**src/rtl/fp_pkg.sv**
```systemverilog
// Shared format definitions for the custom {sign, exp, mant} float used by
// the reciprocal pipeline. The widths here define the pipeline payload, so
// the top-level parameters default to (and must match) these values.
package fp_pkg;

    localparam int FP_EXP_W  = 5;
    localparam int FP_FRAC_W = 16;
    localparam int FP_LUT_A  = 7;
    localparam int FP_TAG_W  = 4;

    localparam int FP_W = 1 + FP_EXP_W + FP_FRAC_W;
    // Signed exponent arithmetic needs headroom for 2B - e going negative.
    localparam int XW   = FP_EXP_W + 2;
    localparam int B    = (1 << (FP_EXP_W - 1)) - 1;
    // Interpolation fraction width: mantissa bits below the LUT index.
    localparam int LW   = FP_FRAC_W - 1 - FP_LUT_A;

    // Stage-1 payload: decoded operand waiting for the LUT read.
    typedef struct packed {
        logic                 sign;
        logic [FP_TAG_W-1:0]  tag;
        logic signed [XW-1:0] ce;
        logic                 zero;
        logic [LW-1:0]        l;
    } s1_t;

    // Stage-2 payload: interpolated quotient waiting for normalisation.
    typedef struct packed {
        logic                 sign;
        logic [FP_TAG_W-1:0]  tag;
        logic signed [XW-1:0] ce;
        logic                 zero;
        logic [FP_FRAC_W-1:0] q;
    } s2_t;

    function automatic logic f_sign(input logic [FP_W-1:0] a);
        return a[FP_W-1];
    endfunction

    function automatic logic [FP_EXP_W-1:0] f_exp(input logic [FP_W-1:0] a);
        return a[FP_W-2 -: FP_EXP_W];
    endfunction

    function automatic logic [FP_FRAC_W-1:0] f_mant(input logic [FP_W-1:0] a);
        return a[FP_FRAC_W-1:0];
    endfunction

endpackage

```
**src/rtl/fp_rcp_lut.sv**
```systemverilog
// Synchronous reciprocal ROM: segment start value and slope for linear
// interpolation of 1/m over [1,2). Contents are computed at elaboration.
module fp_rcp_lut #(
    parameter int FRAC_W = 16,
    parameter int LUT_A  = 7
) (
    input  logic              clk,
    input  logic              en,
    input  logic [LUT_A-1:0]  addr,
    output logic [FRAC_W-1:0] base,
    output logic [FRAC_W-1:0] diff
);

    localparam int N = 1 << LUT_A;

    // round(2^(FRAC_W-1) / (1 + k/N)) done in integers; ties cannot occur.
    function automatic logic [FRAC_W-1:0] base_of(input int k);
        longint num;
        longint den;
        num = longint'(1) << (FRAC_W - 1 + LUT_A);
        den = (longint'(1) << LUT_A) + longint'(k);
        return FRAC_W'((2 * num + den) / (2 * den));
    endfunction

    function automatic logic [N-1:0][FRAC_W-1:0] gen_base();
        logic [N-1:0][FRAC_W-1:0] t;
        for (int k = 0; k < N; k++) t[k] = base_of(k);
        return t;
    endfunction

    // base_of(N) is exactly 2^(FRAC_W-2), closing the last segment at 0.5.
    function automatic logic [N-1:0][FRAC_W-1:0] gen_diff();
        logic [N-1:0][FRAC_W-1:0] t;
        for (int k = 0; k < N; k++) t[k] = base_of(k) - base_of(k + 1);
        return t;
    endfunction

    localparam logic [N-1:0][FRAC_W-1:0] BASE_ROM = gen_base();
    localparam logic [N-1:0][FRAC_W-1:0] DIFF_ROM = gen_diff();

    // ROM read register; holds with the rest of the pipeline on stall.
    always_ff @(posedge clk) begin
        if (en) begin
            base <= BASE_ROM[addr];
            diff <= DIFF_ROM[addr];
        end
    end

endmodule

```
**src/rtl/fp_rcp_pipe.sv**
```systemverilog
// Three-stage pipelined floating-point reciprocal with valid/ready flow
// control, tag sideband, divide-by-zero saturation and underflow flush.
module fp_rcp_pipe
    import fp_pkg::*;
#(
    parameter int EXP_W  = FP_EXP_W,
    parameter int FRAC_W = FP_FRAC_W,
    parameter int LUT_A  = FP_LUT_A,
    parameter int TAG_W  = FP_TAG_W
) (
    input  logic                    clk,
    input  logic                    rst_x,
    input  logic                    i_valid,
    output logic                    o_ready,
    input  logic [EXP_W+FRAC_W:0]   i_a,
    input  logic [TAG_W-1:0]        i_tag,
    output logic                    o_valid,
    input  logic                    i_ready,
    output logic [EXP_W+FRAC_W:0]   o_c,
    output logic [TAG_W-1:0]        o_tag,
    output logic                    o_dz
);

    localparam int STAGES = 3;

    logic [STAGES:1]     vld_pipe;
    logic                en;
    s1_t                 s1_d, s1_q;
    s2_t                 s2_d, s2_q;
    logic [LUT_A-1:0]    lut_addr;
    logic [FRAC_W-1:0]   lut_base, lut_diff;
    logic [FRAC_W-1:0]   mant_in;
    logic [EXP_W-1:0]    exp_in;
    logic                unused_lead;
    logic [FRAC_W+LW-1:0] prod;
    logic [FRAC_W-1:0]   mant_n;
    logic signed [XW-1:0] exp_n;
    logic [EXP_W+FRAC_W:0] c_d;

    // The whole pipe advances together unless a finished result is stuck.
    assign en      = !vld_pipe[STAGES] || i_ready;
    assign o_ready = en;
    assign o_valid = vld_pipe[STAGES];

    // S1 decode: reflected exponent, interpolation fraction, zero detect.
    always_comb begin
        exp_in      = f_exp(i_a);
        mant_in     = f_mant(i_a);
        unused_lead = mant_in[FRAC_W-1];
        lut_addr    = mant_in[FRAC_W-2 -: LUT_A];
        s1_d.sign   = f_sign(i_a);
        s1_d.tag    = i_tag;
        s1_d.ce     = XW'(2 * B) - XW'(exp_in);
        s1_d.zero   = (exp_in == '0);
        s1_d.l      = mant_in[LW-1:0];
    end

    fp_rcp_lut #(
        .FRAC_W (FRAC_W),
        .LUT_A  (LUT_A)
    ) u_lut (
        .clk  (clk),
        .en   (en),
        .addr (lut_addr),
        .base (lut_base),
        .diff (lut_diff)
    );

    // Valid shift register; bubbles move along whenever the pipe advances.
    always_ff @(posedge clk or negedge rst_x) begin
        if (!rst_x)  vld_pipe <= '0;
        else if (en) vld_pipe <= {vld_pipe[STAGES-1:1], i_valid};
    end

    // S1 payload register, loaded only by an accepted operand.
    always_ff @(posedge clk or negedge rst_x) begin
        if (!rst_x)             s1_q <= '0;
        else if (en && i_valid) s1_q <= s1_d;
    end

    // S2 interpolation: q = base - floor(diff * L / 2^LW).
    always_comb begin
        prod      = (FRAC_W+LW)'(lut_diff) * (FRAC_W+LW)'(s1_q.l);
        s2_d.sign = s1_q.sign;
        s2_d.tag  = s1_q.tag;
        s2_d.ce   = s1_q.ce;
        s2_d.zero = s1_q.zero;
        s2_d.q    = lut_base - FRAC_W'(prod >> LW);
    end

    // S2 payload register.
    always_ff @(posedge clk or negedge rst_x) begin
        if (!rst_x)                  s2_q <= '0;
        else if (en && vld_pipe[1])  s2_q <= s2_d;
    end

    // S3 normalise and pick the special case; zero input outranks flush.
    always_comb begin
        if (s2_q.q[FRAC_W-1]) begin
            mant_n = s2_q.q;
            exp_n  = s2_q.ce;
        end else begin
            mant_n = {s2_q.q[FRAC_W-2:0], 1'b0};
            exp_n  = s2_q.ce - XW'(1);
        end
        if (s2_q.zero)
            c_d = {s2_q.sign, {(EXP_W+FRAC_W){1'b1}}};
        else if (exp_n[XW-1] || exp_n == '0)
            c_d = {s2_q.sign, {(EXP_W+FRAC_W){1'b0}}};
        else
            c_d = {s2_q.sign, exp_n[EXP_W-1:0], mant_n};
    end

    // Output register; holds while the consumer is not ready.
    always_ff @(posedge clk or negedge rst_x) begin
        if (!rst_x) begin
            o_c   <= '0;
            o_tag <= '0;
            o_dz  <= 1'b0;
        end else if (en && vld_pipe[2]) begin
            o_c   <= c_d;
            o_tag <= s2_q.tag;
            o_dz  <= s2_q.zero;
        end
    end

endmodule

```
**config.mk**
```make
export PLATFORM = sky130hd
export DESIGN_NAME = fp_rcp_pipe
export DESIGN_NICKNAME = d
export VERILOG_FILES = /design/src/rtl/fp_pkg.sv /design/src/rtl/fp_rcp_lut.sv /design/src/rtl/fp_rcp_pipe.sv
export SDC_FILE = /design/constraint.sdc
export NUM_CORES = 1
export LEC_CHECK = 0
export CAP_MARGIN = 20
export CORE_ASPECT_RATIO = 2
export CORE_MARGIN = 2
export CORE_UTILIZATION = 55
export CTS_BUF_LIST = sky130_fd_sc_hd__clkbuf_4 sky130_fd_sc_hd__clkbuf_8
export CTS_CLUSTER_DIAMETER = 60
export CTS_CLUSTER_SIZE = 40
export DETAILED_ROUTE_END_ITERATION = 7
export PLACE_DENSITY = 0.75
export SLEW_MARGIN = 0
export SYNTH_ARGS = -nofsm -noshare
export SYNTH_HDL_FRONTEND = slang
export SYNTH_SLANG_ARGS = --single-unit
export TNS_END_PERCENT = 30
```
**constraint.sdc**
```tcl
create_clock -name clk -period 14.71 [get_ports clk]
set_clock_uncertainty 0.05 [all_clocks]
set_input_delay 2.942 -clock clk [delete_from_list [all_inputs] [get_ports clk]]
set_output_delay 2.942 -clock clk [all_outputs]
set_load 0.005 [all_outputs]
```
==> qor.yml, run 1 <==
run_status:
  outcome: "complete, no violations"
layout:
  finalNonFillerCells: 1324
  n_antenna_cell: 0
  final_cell_mix: "nand2_1, o21ai_0, dfrtp_1, a21oi_1, ha_1"
  area_growth_syn_to_layout_pct: 7.92
  drive_gt1_share_pct: 8.53
  nets: 1244
  final_util_pct: 60.3
  nFillCells: 1528
  multiInputGateArea_mm2: 0.00632
  mostFrequentLayoutCell: "nand2_1"
  seqCellArea_mm2: 0.00267
  fin_area_mm2: 0.0104
pwr:
  internal_power_mw: 1.35
  p_seq_share_pct: 18.8
  switching_power_mw: 1.26
  clock_power_share_pct: 8.0
  finalPower_mw: 2.61
  power_density_mw_per_mm2: 252
  power.leakage_nw: 4.49
  power_frac_comb_pct: 73.1
  peakVddDrop_uv: 196
  swShare_pct: 48.3
sta:
  setup_viol: 0
  fmax_mhz: 134
  tns_ps: 0
  finalWorstSetupSlack_ps: 7270
  slew_violations: 0
  period_share_pct: 50.6
  min_period_ps: 7440
  max_slew_margin_pct: 32.3
  rsz0062_at_grt: "false"
  hold_ws_ps: 430
  hold_viol_final: 0
  tightestPinTransition_ps: 1010
place:
  hpwl_mm: 21.9
  place_inst: 1307
  port_buffers: 57
  post-place-ws_ps: 7250
  gp_congestion: 1.03
  place_area_mm2: 0.0101
cts:
  cts_tree: "built"
  root_buffer: "clkbuf_8"
  postCtsResizedCells: 0
  h-tree-depth: 3
  postCtsSetupRepairBufs: 0
  clk_pin_slew_worst_paths_ps: 100
  cts_buffer_depth: 2
  clock_latency_ps: 400
  clock_sinks: 102
  cts_hold_buf: 0
  cts_made_buffers: 9
route:
  routed_wl_mm: 29.6
  drt-initial-drc-count: 555
  num_vias: 8571
  drcViolationCount: 0
  drt.antenna.violating_nets: 0
  wl_per_cell_um: 22.4
  drtPass1Iterations: 6
  viasPerCell: 6.47
critical_path:
  crit_required_ps: 11720
  crit_fanout: 35
  start_kind: "input port"
  end_kind: "output port"
  crit_type: "in2out"
  cp.arrival_ps: 4450
synthesis:
  synth-seq-cells: 102
  synth-edff-count: 24
  synth_nets: 1244
  yosysSeqAreaShare_pct: 27.8
  synth-warning-count: 0
  avgSynthCellArea_um2: 8.66
  async_flop_share_pct: 76.5
  ys_dominant_reg_cell: "dfrtp_1"
  syn_area_mm2: 0.00960
  synth_cell_types: 73
  synthCells: 1109
floorplanning:
  die-width_um: 97.4
  core_mm2: 0.0172
  dieHeight_um: 191
  die-area_mm2: 0.0186
  start_util_pct: 55.9
  row_count: 68
  io_pins: 59
min_path:
  hp-class: "reg2reg"
global_routing:
  antenna_found_initial: 0
  grt_max_degree: 107
  gr-total-overflow: 0
  grt_pass1_vias: 8579
  grt_usage_pct: 32.3
  grt_pass1_wl_mm: 46.4
job:
  max-cap-violations: 0
-- final cells by class --
type,count,share of cell area (%)
clock buffers,10,1.33
clock inverters,6,0.942
inverters,62,2.25
multi-input cells,866,61.0
flip-flops and latches,102,25.8
well taps,210,2.54
repair buffers,68,6.18
-- sequential cells by signal, indices dropped and copies added (netlist names) --
signal / count
u_lut.base: 16
vld_pipe: 3
u_lut.diff: 8
o_dz: 1
o_tag: 4
s1_q: 20
o_c: 22
s2_q: 28
-- worst max-delay path, stage by stage --
cell	delay (ps)
clkdlybuf4s50_1	440
nand2b_1	90
buf_4	380
clkdlybuf4s50_1	590
-- path summary, 6_finish.rpt --
path / slack [ps] / endpoint / start / cells past startpoint
worst max-delay path: 7270 / o_ready / i_ready / 4
worst min-delay path: 430 / s2_q[28] / s1_q[20] / 2
worst max register to register: 8350 / s2_q[14] / s1_q[7] / 21
worst min register to register: 430 / s2_q[28] / s1_q[20] / 2
max in group asynchronous: 11350 / s1_q[0] / rst_x / 1
min in group asynchronous: 2630 / o_c[0] / rst_x / 1
-- cell families (layout without fill, tap and decap cells) --
| kind of cell | after synthesis | in the layout | share of synthesized area [%] |
|---|---|---|---|
| mux | 47 | 47 | 6.51 |
| xor+xnor | 24 | 24 | 2.19 |
| simple gates | 374 | 374 | 19.3 |
| compound gates | 316 | 316 | 21.3 |
| fa+ha+maj | 105 | 105 | 16.5 |
| flops | 102 | 102 | 27.8 |
| buf+inv | 141 | 146 | 6.36 |
-- power groups by stage --
stage	clock, mW	sequential, mW	combinational, mW
final	0.209	0.492	1.91
after global routing	0.223	0.506	2.15
after CTS	0.214	0.492	1.92
after detailed placement	0	0.497	1.91
after global placement	0	0.493	1.86
after floorplan	0	0.460	1.42
-- metal layers --
layer / vias up / global-route usage, % / routed length (um)
li1: 3950 / - / -
met4: 0 / 26.8 / 2850
met2: 392 / 60.2 / 15900
met3: 144 / 3.23 / 1560
met1: 4085 / 31.3 / 9270
met5: - / 0 / 0
-- cell usage after synthesis (3+ instances only) --
cell type  number  area [um^2]
nand2_1       130          488
o21ai_0        91          455
dfrtp_1        78         1950
a21oi_1        77          385
ha_1           69          863
inv_1          60          225
and2_1         56          350
nor2_1         53          199
clkbuf_1       43          161
fa_1           36          721
mux2_2         34          383
nor3_1         29          145
a211oi_1       28          210
nand2b_1       25          156
edfxtp_1       24          721
buf_2          23          115
nand3_1        21          105
nor2b_1        17          106
a221o_1        15          150
o211ai_1       15          113
xnor2_1        12          105
xor2_1         12          105
a21o_1         10         75.1
a311oi_1        9         78.8
a31oi_1         9         56.3
mux4_2          9          203
o2111ai_1       9         78.8
and3_1          8         50.1
o31ai_1         7         52.6
or2_2           7         43.8
buf_4           6         45.0
o21a_1          6         45.0
nand4_1         5         31.3
buf_6           4         45.0
mux2i_1         4         40.0
nand3b_1        4         30.0
nor3b_1         4         30.0
o21ai_1         4         20.0
o22ai_1         4         25.0
or3_1           4         25.0
a22oi_1         3         22.5
buf_1           3         11.3
o21bai_1        3         22.5
(Power assumes the default switching activity.)
==> run 2, diff against run 1 <==
==> constraint.sdc (replaced) <==
create_clock -name clk -period 7.5 [get_ports clk]
set_clock_uncertainty 0.05 [all_clocks]
set_input_delay 1.5 -clock clk [delete_from_list [all_inputs] [get_ports clk]]
set_output_delay 1.5 -clock clk [all_outputs]
set_load 0.005 [all_outputs]
==> run 2 against run 1 <==
Compared with the run above: via count increased by 0.53%; power increased by 93%; non-clock buffer count increased by 5.
==> qor.yml, run 2 (same netlist as run 1, synthesis figures left out) <==
run_status:
  outcome: "complete, no violations"
cts:
  postCtsSetupRepairBufs: 0  # unchanged
  clock_latency_ps: 400  # about the same
  clock_sinks: 102  # unchanged
  cts_tree: "built"
  cts_buffer_depth: 2  # unchanged
  cts_made_buffers: 9  # unchanged
  postCtsResizedCells: 0  # unchanged
  clk_pin_slew_worst_paths_ps: 100  # about the same
  root_buffer: "clkbuf_8"
  cts_hold_buf: 0  # unchanged
  h-tree-depth: 3  # unchanged
critical_path:
  end_kind: "flop"
  start_kind: "flop"
  regToRegEndpoint: "s2_q[15]"
  r2r-start: "s1_q[7]"
  critPathLaunch: "s1_q[7]"
  r2r_setup_slack_ps: 1250  # -7100 ps
  rr_worst_depth: 22  # +4.8%
  crit_type: "reg2reg"
  crit_required_ps: 7740  # -3980 ps
  crit_fanout: 9  # -74%
  cp.arrival_ps: 6490  # +2040 ps
min_path:
  whs_endpoint: "s2_q[20]"
  hp-start: "s1_q[12]"
  whs_path_depth: 2  # unchanged
  hp-class: "reg2reg"
route:
  routed_wl_mm: 31.2  # +5.3%
  drtPass1Iterations: 5  # -1
  wl_per_cell_um: 23.5  # +4.9%
  num_vias: 8616  # +0.53%
  viasPerCell: 6.48  # +0.15%
  drt.antenna.violating_nets: 0  # unchanged
  drt-initial-drc-count: 505  # -9.0%
  drcViolationCount: 0  # unchanged
floorplanning:
  io_pins: 59  # unchanged
  die-width_um: 97.4  # unchanged
  dieHeight_um: 191  # unchanged
  core_mm2: 0.0172  # unchanged
  row_count: 68  # unchanged
  die-area_mm2: 0.0186  # unchanged
  start_util_pct: 55.9  # unchanged
layout:
  seqCellArea_mm2: 0.00267  # unchanged
  multiInputGateArea_mm2: 0.00632  # unchanged
  reg_top3: "s2_q: 28 flops, o_c: 22 flops, s1_q: 20 flops"
  regMostFlops: "s2_q"
  n_antenna_cell: 0  # unchanged
  mostFrequentLayoutCell: "nand2_1"
  final_cell_mix: "nand2_1, o21ai_0, dfrtp_1, a21oi_1, ha_1"
  nFillCells: 1565  # +2.4%
  drive_gt1_share_pct: 8.94  # +0.41 points
  area_growth_syn_to_layout_pct: 7.77
  finalNonFillerCells: 1329  # +0.38%
  largest_register_ffs: 28  # unchanged
  nets: 1249  # +0.40%
global_routing:
  antenna_found_initial: 0  # unchanged
  grt_max_degree: 79  # -26%
  gr-total-overflow: 0  # unchanged
  grt_usage_pct: 34.0  # +1.7 points
  grt_pass1_wl_mm: 48.1  # +3.7%
  grt_pass1_vias: 8805  # +2.6%
sta:
  hold_viol_final: 0  # unchanged
  slew_violations: 0  # unchanged
  fmax_mhz: 160
  max_slew_margin_pct: 18.7  # -14 points
  tightestPinTransition_ps: 1210  # +200 ps
  period_share_pct: 83.3
  setup_viol: 0  # unchanged
  rsz0062_at_grt: "false"
  tns_ps: 0  # unchanged
  min_period_ps: 6250
pwr:
  power.leakage_nw: 4.49  # about the same
  peakVddDrop_uv: 368  # +88%
  power_density_mw_per_mm2: 486  # +93%
place:
  place_inst: 1313  # +0.46%
  port_buffers: 57  # unchanged
  hpwl_mm: 23.3  # +6.1%
  gp_congestion: 1.04  # +0.57%
job:
  max-cap-violations: 0  # unchanged
run 2: changes by cell type in the layout (fill, tap and decap cells not counted):
cell       delta
buf_4         +6
clkinv_2      +2
buf_8         -1
clkbuf_8      +1
inv_6         +1
bufinv_16     -2
inv_8         -1
inv_4         -1
run 2: per-stage QoR:
| stage | total power, mW | instance area (um^2) | utilization [%] | hold WS (ps) | worst slack [ps] |
|---|---|---|---|---|---|
| 2_1_floorplan | 3.69 | 9600 | - | 383 | 1880 |
| 3_3_place_gp | 4.56 | 10200 | 59.1 | 396 | 1370 |
| 3_5_place_dp | 4.67 | 10200 | 59.1 | 405 | 1320 |
| 4_1_cts | 5.05 | 10300 | 60.2 | 428 | 1260 |
| 5_1_grt | 5.52 | 10300 | 60.2 | 461 | 845 |
| 6_report | 5.03 | 10300 | 60.2 | 431 | 1250 |
run 2: layout make-up:
type	instances	share of cell area, %
Clock buffer	11	1.46
Clock inverter	5	0.375
Inverter	62	2.25
Multi-Input combinational cell	866	61.1
Sequential cell	102	25.8
Tap cell	210	2.54
Timing Repair Buffer	73	6.48
run 2: worst max path at each step:
stage                           to  cells past startpoint
after CTS                 s2_q[15]                     22
final                     s2_q[15]                     22
after global routing      s2_q[15]                     22
after detailed placement  s2_q[15]                     22
after global placement    s2_q[13]                     22
after floorplan           s2_q[13]                     22
run 2: power by group:
part / switching (mW) / internal [mW] / leakage (nW)
Sequential: 0.187 / 0.781 / 1.21
Clock: 0.212 / 0.143 / 0.102
Combinational: 2.03 / 1.68 / 3.18
run 2: critical path: stages, from the launching register on:
cell and delay [ps]:
dfrtp_1 510, nand2_1 120, fa_1 530, fa_1 570, inv_1 60, fa_1 530
inv_1 60, fa_1 520, inv_1 50, ha_1 330, a21o_1 200, a21o_1 180
a41oi_2 310, a211oi_1 160, o31ai_1 280, xor2_1 210, ha_1 280, o21a_1 140
o21ai_0 240, a311oi_1 130, o31ai_2 400, mux2i_1 230, nand2_1 60
run 2: routing by layer:
metal / vias to the layer above / GRT usage, % / wire length (um) / part of all wire, %
met3: 156 / 4.14 / 1310 / 4.2
met1: 4161 / 31.5 / 9970 / 32
met4: 0 / 29.6 / 3140 / 10
met2: 339 / 63.8 / 16800 / 54
li1: 3960 / - / - / -
met5: - / 0 / 0 / 0
